<file path="src/rtl/sim_test_sequencer_if.sv">
// Signal bundle between the run sequencer and the bench top / test register block.
// master is the sequencer side; slave is the bench side that drives the test words.
interface sim_test_sequencer_if;
    logic [31:0] test_progress;
    logic [31:0] test_pass;
    logic [31:0] test_fail;
    logic        dut_rst;
    logic        progress_evt;
    logic [31:0] progress_value;
    logic [31:0] cycle_count;
    logic        done;
    logic [1:0]  result;
    logic [31:0] result_code;

    modport master (
        input  test_progress,
        input  test_pass,
        input  test_fail,
        output dut_rst,
        output progress_evt,
        output progress_value,
        output cycle_count,
        output done,
        output result,
        output result_code
    );

    modport slave (
        output test_progress,
        output test_pass,
        output test_fail,
        input  dut_rst,
        input  progress_evt,
        input  progress_value,
        input  cycle_count,
        input  done,
        input  result,
        input  result_code
    );
endinterface

</file>
<file path="src/rtl/sim_test_sequencer.sv">
// Simulation run controller: releases DUT reset, tracks progress, applies clock/stall limits,
// then drains a few cycles before raising a sticky done with a result class and code.
module sim_test_sequencer #(
    parameter logic [31:0] MAX_CLOCKS   = 32'd100000,
    parameter logic [31:0] STALL_CLOCKS = 32'd20000,
    parameter int unsigned RST_CYCLES   = 4,
    parameter int unsigned DRAIN_CYCLES = 2
) (
    input logic                  sim_clk,
    input logic                  sim_rst,
    sim_test_sequencer_if.master ctl_io
);

    localparam logic [31:0] HoldLast  = 32'(RST_CYCLES - 1);
    localparam logic [31:0] DrainLast = 32'(DRAIN_CYCLES - 1);
    localparam logic [31:0] MaxLast   = MAX_CLOCKS - 32'd1;
    localparam logic [31:0] StallLast = STALL_CLOCKS - 32'd1;

    localparam logic [1:0] ResNone    = 2'b00;
    localparam logic [1:0] ResPass    = 2'b01;
    localparam logic [1:0] ResFail    = 2'b10;
    localparam logic [1:0] ResTimeout = 2'b11;

    localparam logic [31:0] CodeClockLimit = 32'h0000_0001;
    localparam logic [31:0] CodeStall      = 32'h0000_0002;

    typedef enum logic [1:0] {
        StHold,
        StRun,
        StDrain,
        StDone
    } state_e;

    state_e      state_q, state_d;
    logic [31:0] hold_cnt_q, hold_cnt_d;
    logic [31:0] drain_cnt_q, drain_cnt_d;
    logic [31:0] stall_cnt_q, stall_cnt_d;
    logic [31:0] cycle_count_q, cycle_count_d;
    logic [31:0] progress_value_q, progress_value_d;
    logic [31:0] result_code_q, result_code_d;
    logic [1:0]  result_q, result_d;
    logic        dut_rst_q, dut_rst_d;
    logic        progress_evt_q, progress_evt_d;
    logic        done_q, done_d;

    logic        prog_change;
    logic        term;
    logic [1:0]  term_result;
    logic [31:0] term_code;

    always_ff @(posedge sim_clk or posedge sim_rst) begin
        if (sim_rst) begin
            state_q          <= StHold;
            hold_cnt_q       <= '0;
            drain_cnt_q      <= '0;
            stall_cnt_q      <= '0;
            cycle_count_q    <= '0;
            progress_value_q <= '0;
            result_code_q    <= '0;
            result_q         <= ResNone;
            dut_rst_q        <= 1'b1;
            progress_evt_q   <= 1'b0;
            done_q           <= 1'b0;
        end else begin
            state_q          <= state_d;
            hold_cnt_q       <= hold_cnt_d;
            drain_cnt_q      <= drain_cnt_d;
            stall_cnt_q      <= stall_cnt_d;
            cycle_count_q    <= cycle_count_d;
            progress_value_q <= progress_value_d;
            result_code_q    <= result_code_d;
            result_q         <= result_d;
            dut_rst_q        <= dut_rst_d;
            progress_evt_q   <= progress_evt_d;
            done_q           <= done_d;
        end
    end

    assign prog_change = (ctl_io.test_progress != progress_value_q);

    // Terminal priority: fail, pass, clock limit, stall.
    always_comb begin
        term        = 1'b1;
        term_result = ResNone;
        term_code   = '0;
        if (ctl_io.test_fail != 32'd0) begin
            term_result = ResFail;
            term_code   = ctl_io.test_fail;
        end else if (ctl_io.test_pass != 32'd0) begin
            term_result = ResPass;
            term_code   = ctl_io.test_pass;
        end else if (cycle_count_q == MaxLast) begin
            term_result = ResTimeout;
            term_code   = CodeClockLimit;
        end else if ((STALL_CLOCKS != 32'd0) && (stall_cnt_q == StallLast) && !prog_change) begin
            term_result = ResTimeout;
            term_code   = CodeStall;
        end else begin
            term = 1'b0;
        end
    end

    always_comb begin
        state_d          = state_q;
        hold_cnt_d       = hold_cnt_q;
        drain_cnt_d      = drain_cnt_q;
        stall_cnt_d      = stall_cnt_q;
        cycle_count_d    = cycle_count_q;
        progress_value_d = progress_value_q;
        result_code_d    = result_code_q;
        result_d         = result_q;
        dut_rst_d        = dut_rst_q;
        progress_evt_d   = 1'b0;
        done_d           = done_q;

        unique case (state_q)
            StHold: begin
                hold_cnt_d = hold_cnt_q + 32'd1;
                if (hold_cnt_q == HoldLast) begin
                    // Baseline progress is captured silently so the first word is not an event.
                    dut_rst_d        = 1'b0;
                    progress_value_d = ctl_io.test_progress;
                    state_d          = StRun;
                end
            end
            StRun: begin
                cycle_count_d = cycle_count_q + 32'd1;
                if (prog_change) begin
                    progress_value_d = ctl_io.test_progress;
                    progress_evt_d   = 1'b1;
                    stall_cnt_d      = '0;
                end else if (stall_cnt_q != '1) begin
                    stall_cnt_d = stall_cnt_q + 32'd1;
                end
                if (term) begin
                    result_d      = term_result;
                    result_code_d = term_code;
                    drain_cnt_d   = '0;
                    state_d       = StDrain;
                end
            end
            StDrain: begin
                if (prog_change) begin
                    progress_value_d = ctl_io.test_progress;
                    progress_evt_d   = 1'b1;
                end
                if (drain_cnt_q == DrainLast) begin
                    done_d  = 1'b1;
                    state_d = StDone;
                end else begin
                    drain_cnt_d = drain_cnt_q + 32'd1;
                end
            end
            StDone: begin
            end
            default: begin
                state_d = StHold;
            end
        endcase
    end

    assign ctl_io.dut_rst        = dut_rst_q;
    assign ctl_io.progress_evt   = progress_evt_q;
    assign ctl_io.progress_value = progress_value_q;
    assign ctl_io.cycle_count    = cycle_count_q;
    assign ctl_io.done           = done_q;
    assign ctl_io.result         = result_q;
    assign ctl_io.result_code    = result_code_q;

endmodule

</file>
<file path="src/flat_wrapper.sv">
// flat-port wrapper written by rule: the top's interface ports become plain ports
module sim_test_sequencer_flat 
#(
    parameter logic [31:0] MAX_CLOCKS   = 32'd100000,
    parameter logic [31:0] STALL_CLOCKS = 32'd20000,
    parameter int unsigned RST_CYCLES   = 4,
    parameter int unsigned DRAIN_CYCLES = 2
)
  (sim_clk, sim_rst, ctl_io_test_progress, ctl_io_test_pass, ctl_io_test_fail, ctl_io_dut_rst, ctl_io_progress_evt, ctl_io_progress_value, ctl_io_cycle_count, ctl_io_done, ctl_io_result, ctl_io_result_code);
  sim_test_sequencer_if ctl_io_i ();
  input logic sim_clk;
  input logic sim_rst;
  input wire logic [$bits(ctl_io_i.test_progress)-1:0] ctl_io_test_progress;
  input wire logic [$bits(ctl_io_i.test_pass)-1:0] ctl_io_test_pass;
  input wire logic [$bits(ctl_io_i.test_fail)-1:0] ctl_io_test_fail;
  output wire logic [$bits(ctl_io_i.dut_rst)-1:0] ctl_io_dut_rst;
  output wire logic [$bits(ctl_io_i.progress_evt)-1:0] ctl_io_progress_evt;
  output wire logic [$bits(ctl_io_i.progress_value)-1:0] ctl_io_progress_value;
  output wire logic [$bits(ctl_io_i.cycle_count)-1:0] ctl_io_cycle_count;
  output wire logic [$bits(ctl_io_i.done)-1:0] ctl_io_done;
  output wire logic [$bits(ctl_io_i.result)-1:0] ctl_io_result;
  output wire logic [$bits(ctl_io_i.result_code)-1:0] ctl_io_result_code;
  assign ctl_io_i.test_progress = ctl_io_test_progress;
  assign ctl_io_i.test_pass = ctl_io_test_pass;
  assign ctl_io_i.test_fail = ctl_io_test_fail;
  assign ctl_io_dut_rst = ctl_io_i.dut_rst;
  assign ctl_io_progress_evt = ctl_io_i.progress_evt;
  assign ctl_io_progress_value = ctl_io_i.progress_value;
  assign ctl_io_cycle_count = ctl_io_i.cycle_count;
  assign ctl_io_done = ctl_io_i.done;
  assign ctl_io_result = ctl_io_i.result;
  assign ctl_io_result_code = ctl_io_i.result_code;
  sim_test_sequencer #(.MAX_CLOCKS(MAX_CLOCKS), .STALL_CLOCKS(STALL_CLOCKS), .RST_CYCLES(RST_CYCLES), .DRAIN_CYCLES(DRAIN_CYCLES)) u_core (.sim_clk(sim_clk), .sim_rst(sim_rst), .ctl_io(ctl_io_i));
endmodule
</file>
<file path="config.mk">
export PLATFORM = sky130hd
export DESIGN_NAME = sim_test_sequencer_flat
export DESIGN_NICKNAME = d
export VERILOG_FILES = /design/src/rtl/sim_test_sequencer_if.sv /design/src/rtl/sim_test_sequencer.sv /design/src/flat_wrapper.sv
export SDC_FILE = /design/constraint.sdc
export NUM_CORES = 1
export LEC_CHECK = 0
export CAP_MARGIN = 30
export CORE_MARGIN = 4
export CORE_UTILIZATION = 53
export CTS_BUF_LIST = sky130_fd_sc_hd__clkbuf_16
export CTS_CLUSTER_DIAMETER = 40
export DETAILED_ROUTE_END_ITERATION = 7
export HOLD_SLACK_MARGIN = 0.08
export PLACE_DENSITY_LB_ADDON = 0.15
export SLEW_MARGIN = 20
export SYNTH_ARGS = -nofsm -noshare
export SYNTH_HDL_FRONTEND = slang
export SYNTH_SLANG_ARGS = --single-unit
</file>
<file path="constraint.sdc">
create_clock -name sim_clk -period 6.9 [get_ports sim_clk]
set_input_delay 1.035 -clock sim_clk [delete_from_list [all_inputs] [get_ports sim_clk]]
set_output_delay 1.035 -clock sim_clk [all_outputs]
set_load 0.02 [all_outputs]
</file>
* Word-level counts from Yosys, hierarchy flattened *
Index checks and enable logic that the tools add are counted.

word-level totals
  register bits after elaboration = 199
  input bits = 98
  output and inout port bits = 101

cells by class
  add/sub/neg operators = 4
  equal/unequal tests = 13
  muxes and demuxes = 26
  reductions and logical operators = 17

operators with widths
  kind                   number
  $mux 32                9
  $add 32x1->32 const B  4
  $pmux 32 s2            2
  $reduce_bool 32->1     2
  $eq 32x1->1 const B    1
  $eq 32x15->1 const B   1
  $eq 32x17->1 const B   1
  $eq 32x2->1 const B    1
  $ne 32x32->1           1
  $ne 32x32->1 const B   1
  $mux 2                 8
  $ne 2x1->1 const B     4
  $reduce_and 2->1       4
  $mux 1                 6
  $pmux 2 s3             1
  $reduce_and 3->1       2
  $reduce_bool 2->1      3
  $reduce_and 4->1       1
  $reduce_bool 3->1      1
  $eq 2x1->1 const B     1
  $eq 2x2->1 const B     1
  $logic_not 2->1        1
  $ne 2x2->1 const B     1
  $reduce_or 2->1        1
  2 further kinds        2

* Depth between registers and ports, before layout *
  depth after elaboration = 9
  mapped depth = 11
  mapped depth without buffers = 8

* Least setup slack after synthesis *
OpenSTA, ideal clock, no wires.

  path kind = input -> register
  start point = input port ctl_io_test_progress[23]
  end point = register u_core.drain_cnt_q[11]
  setup time = 133 ps
  arrival time = 2839 ps
  setup slack = 3928 ps
  stages = 7
  cell sequence = xor2_1 -> nor4_1 -> nand4_1 -> o311a_1 -> clkbuf_1 -> o31ai_1 -> o41ai_1

on the way
  word-level cells in the longest chain between the ends = 9

ends and longest elaborated chain
  element                            line                      source
  from (decl)                        flat_wrapper.sv:13        input wire logic [$bits(ctl_io_i.test_progress)-1:0] ctl_io_test_progress;
  $ne 32x32->1                       sim_test_sequencer.sv:79  assign prog_change = (ctl_io.test_progress != progress_value_q);
  $logic_not 1->1                    sim_test_sequencer.sv:95  end else if ((STALL_CLOCKS != 32'd0) && (stall_cnt_q == StallLast) && !prog_change) begin
  $logic_and 1x1->1                  sim_test_sequencer.sv:95
  $mux 1                             sim_test_sequencer.sv:95
  $mux 1                             sim_test_sequencer.sv:92  end else if (cycle_count_q == MaxLast) begin
  $mux 1                             sim_test_sequencer.sv:89  end else if (ctl_io.test_pass != 32'd0) begin
  $mux 1                             sim_test_sequencer.sv:86  if (ctl_io.test_fail != 32'd0) begin
  $ne 2x1->1 (no source line)        --
  $reduce_and 3->1 (no source line)  --
  to (signal assigned)               sim_test_sequencer.sv:67  drain_cnt_q <= drain_cnt_d;
  to (decl)                          sim_test_sequencer.sv:36  logic [31:0] drain_cnt_q, drain_cnt_d;

Every way passes these cells.
A chain may end at the register's enable or synchronous reset.

* Worst setup path in the final report *
  start point = input port ctl_io_test_progress[13]
  end point = register u_core.drain_cnt_q[13]

Same word-level chain as after synthesis.

==> impl_metrics.toml <==
[worst_hold_path]
worstHoldPathType = "reg2reg"
worstHoldStart = "u_core.ctl_io.dut_rst"
hold_end = "u_core.ctl_io.dut_rst"
min_path_cells = 1

[critical_path]
cp-start-kind = "input pin"
worst-setup-path-type = "in2reg"
rr_worst_depth = 6
arrival_ps = 4310
critPathMaxFanout = 29
crit_path_end_kind = "register"
worst_r2r_endpoint = "u_core.drain_cnt_q[13]"
critical_path_required_ps = 7220
r2r_start = "u_core.ctl_io.progress_value[23]"
worst-r2r-setup-slack_ps = 3530

[place]
port_buffers = 198
gp_congestion = 0.833
place_hpwl_um = 19200
pre_cts_ws_ps = 2490

[grt]
grt_pass1_wl_um = 43300
grt_max_degree = 79
met2_usage = 0.378
grtUsageMet3 = 0.0665
met1_usage = 0.333
grt_antenna_before_repair = 2
overflow = 0
grt_pass1_vias = 8585
busiest_layer = "met2"
grt.total_usage = 0.242

[clock_network]
cts_resized = 0
postCtsHoldBufs = 0
post_cts.repair.setup_buffers = 0
cts-htree-levels = 4
cts_tree = "built"
clock_latency_ps = 440
clock_path_buffers = 2
cts_made_buffers = 17
clkTransAtPathRegs_ps = 70
clock_sinks = 199
cts-root-buf = "clkbuf_16"

[floorplanning]
ios = 199
fp.dieW_um = 148
die_h_um = 148
initial_core_util = 0.548
coreArea_um2 = 19000
die-area_um2 = 21900
fp-row-count = 50

[timing]
fin_crit_ps = 3990
setup_viol = 0
fmax_mhz = 251
hold_violations = 0
tightest_slew_ps = 720
clock_skew_ps = 13.5
fin_setup_tns_ps = 0
maxSlewViolCount = 0
min_period_over_period = 0.578
timing.slew.headroom = 0.516
fin_ws_ps = 2910
rsz0062_at_grt = "no"

[routing]
ant_nets = 0
dr.pass1.iters = 7
drtIter0Drc = 572
finalWirelength_um = 26600
num_vias = 8662
drt-wirelength-per-cell_um = 18.0
drc = 0
viasPerCell = 5.86

[job]
maxCapViolations = 0

[synthesis]
synth_top_area_share = 0.477
synth.most_common_cell = "dfrtp_1"
yosys.area.top_type = "dfrtp_1"
ys_ff_latch = 199
avgSynthCellArea_um2 = 10.2
synth_seq_area_share = 0.480
synthTopCellsByCount = "dfrtp_1, nand2_1, xor2_1"
synth.area.top_cells = "dfrtp_1, xor2_1, mux2_2, xnor2_1, mux2i_1"
netlist_area_um2 = 10400
syn_inst = 1020
synth_edf_count = 0
syn_nets = 1127
async_flop_share = 1.00
synth_cell_types = 60
ys.flop_type = "dfrtp_1"
yosys_warnings = 0

[cells_and_area]
final_layout_size_suffix_gt1_frac = 0.0846
final_nets = 1313
regArea_um2 = 4980
syn_to_final_growth_pct = 26.5
nFillCells = 1524
multi_input_area_um2 = 5030

[power_and_ir_drop]
vdd_drop_max_v = 0.000180
power.density_nw_per_um2 = 175
leakagePower_nw = 5.57

[run_status]
status = "completed"
==> worst max path at each step <==
| stage | end | from |
|---|---|---|
| final | u_core.drain_cnt_q[13] | ctl_io_test_progress[13] |
| after global routing | u_core.drain_cnt_q[12] | ctl_io_test_progress[23] |
| after CTS | u_core.drain_cnt_q[13] | ctl_io_test_progress[13] |
| after global placement | u_core.drain_cnt_q[19] | ctl_io_test_progress[23] |
| after detailed placement | u_core.drain_cnt_q[13] | ctl_io_test_progress[13] |
| after floorplan | u_core.ctl_io.cycle_count[0] | sim_rst |
==> state kept, by name, indices dropped and copies added (netlist names) <==
signal,cells
u_core.ctl_io.cycle_count,32
u_core.ctl_io.dut_rst,1
u_core.ctl_io.progress_evt,1
u_core.ctl_io.progress_value,32
u_core.ctl_io.result_code,32
u_core.ctl_io.result,2
u_core.drain_cnt_q,32
u_core.state_q,2
u_core.hold_cnt_q,32
u_core.stall_cnt_q,32
u_core.ctl_io.done,1
==> cells by family (layout without fill, tap and decap cells) <==
logic type / count (synthesis) / count (layout) / synth area share
AOI/OAI and AO/OA: 175 / 175 / 0.110
muxes: 72 / 72 / 0.0740
xor gates and xnor gates: 99 / 99 / 0.0835
adders and majority gates: 9 / 9 / 0.0109
DFF: 199 / 199 / 0.480
and+or+nand+nor: 376 / 376 / 0.204
buffers and inverters: 90 / 287 / 0.0374
other: 0 / 2 / 0
==> metrics by stage <==
stage	cell area, um^2	total power [mW]	util	hold slack, ps	cells
after floorplan	10400	1.30	-	443	1020
after global placement	12600	1.42	0.663	468	1445
after detailed placement	12600	1.42	0.665	472	1447
after CTS	13100	2.32	0.692	489	1477
after global routing	13100	2.38	0.693	502	1479
final	13100	2.29	0.693	484	1479
==> worst max-delay path, cell delays in order <==
cell and delay (ps):
clkdlybuf4s50_1 450, xor2_1 160, nor4_1 470, nand4_1 520, o311ai_4 540, nand3_2 580, o41ai_1 540
==> power breakdown <==
group	total [mW]	internal, mW	switching (mW)	leakage, nW
clock network	0.894	0.455	0.439	0.254
registers	1.20	1.19	0.0137	2.60
logic	0.201	0.106	0.0950	2.72
total	2.29	1.75	0.548	5.57
==> cell type report <==
type,instances,share of cell area
multi-input combinational,731,0.383
sequential,199,0.379
timing repair buffer,209,0.159
clock buffer,17,0.0324
tap,260,0.0248
inverter,48,0.0143
clock inverter,13,0.00657
antenna,2,0.000381
==> cells in the final DEF (no fill, tap or decap), types with 4 or more instances in the layout <==
master / count
dfrtp_1: 198
xor2_1: 54
xnor2_1: 45
o21a_1: 7
nor2_1: 47
nor3_1: 16
or4_1: 8
o31ai_1: 44
o41ai_1: 11
nor4b_1: 6
buf_4: 9
or2_2: 4
or4_2: 6
and2_1: 7
nand2_1: 64
nor2b_1: 4
ha_1: 9
a21oi_1: 53
nand2b_1: 9
nor4_1: 51
and3_1: 11
nand4_1: 53
or3_1: 19
clkbuf_16: 17
and4_1: 13
o31a_1: 5
mux2_2: 38
nand3_1: 41
o21ai_0: 34
clkdlybuf4s50_1: 198
mux2i_1: 34
inv_1: 48
==> routing by layer <==
metal | share of wire | vias up
li1 | - | 4155
met1 | 0.46 | 4178
met2 | 0.45 | 296
met3 | 0.069 | 33
met4 | 0.018 | 0
met5 | 0 | -
No activity file was read; power rests on OpenSTA's default activity.
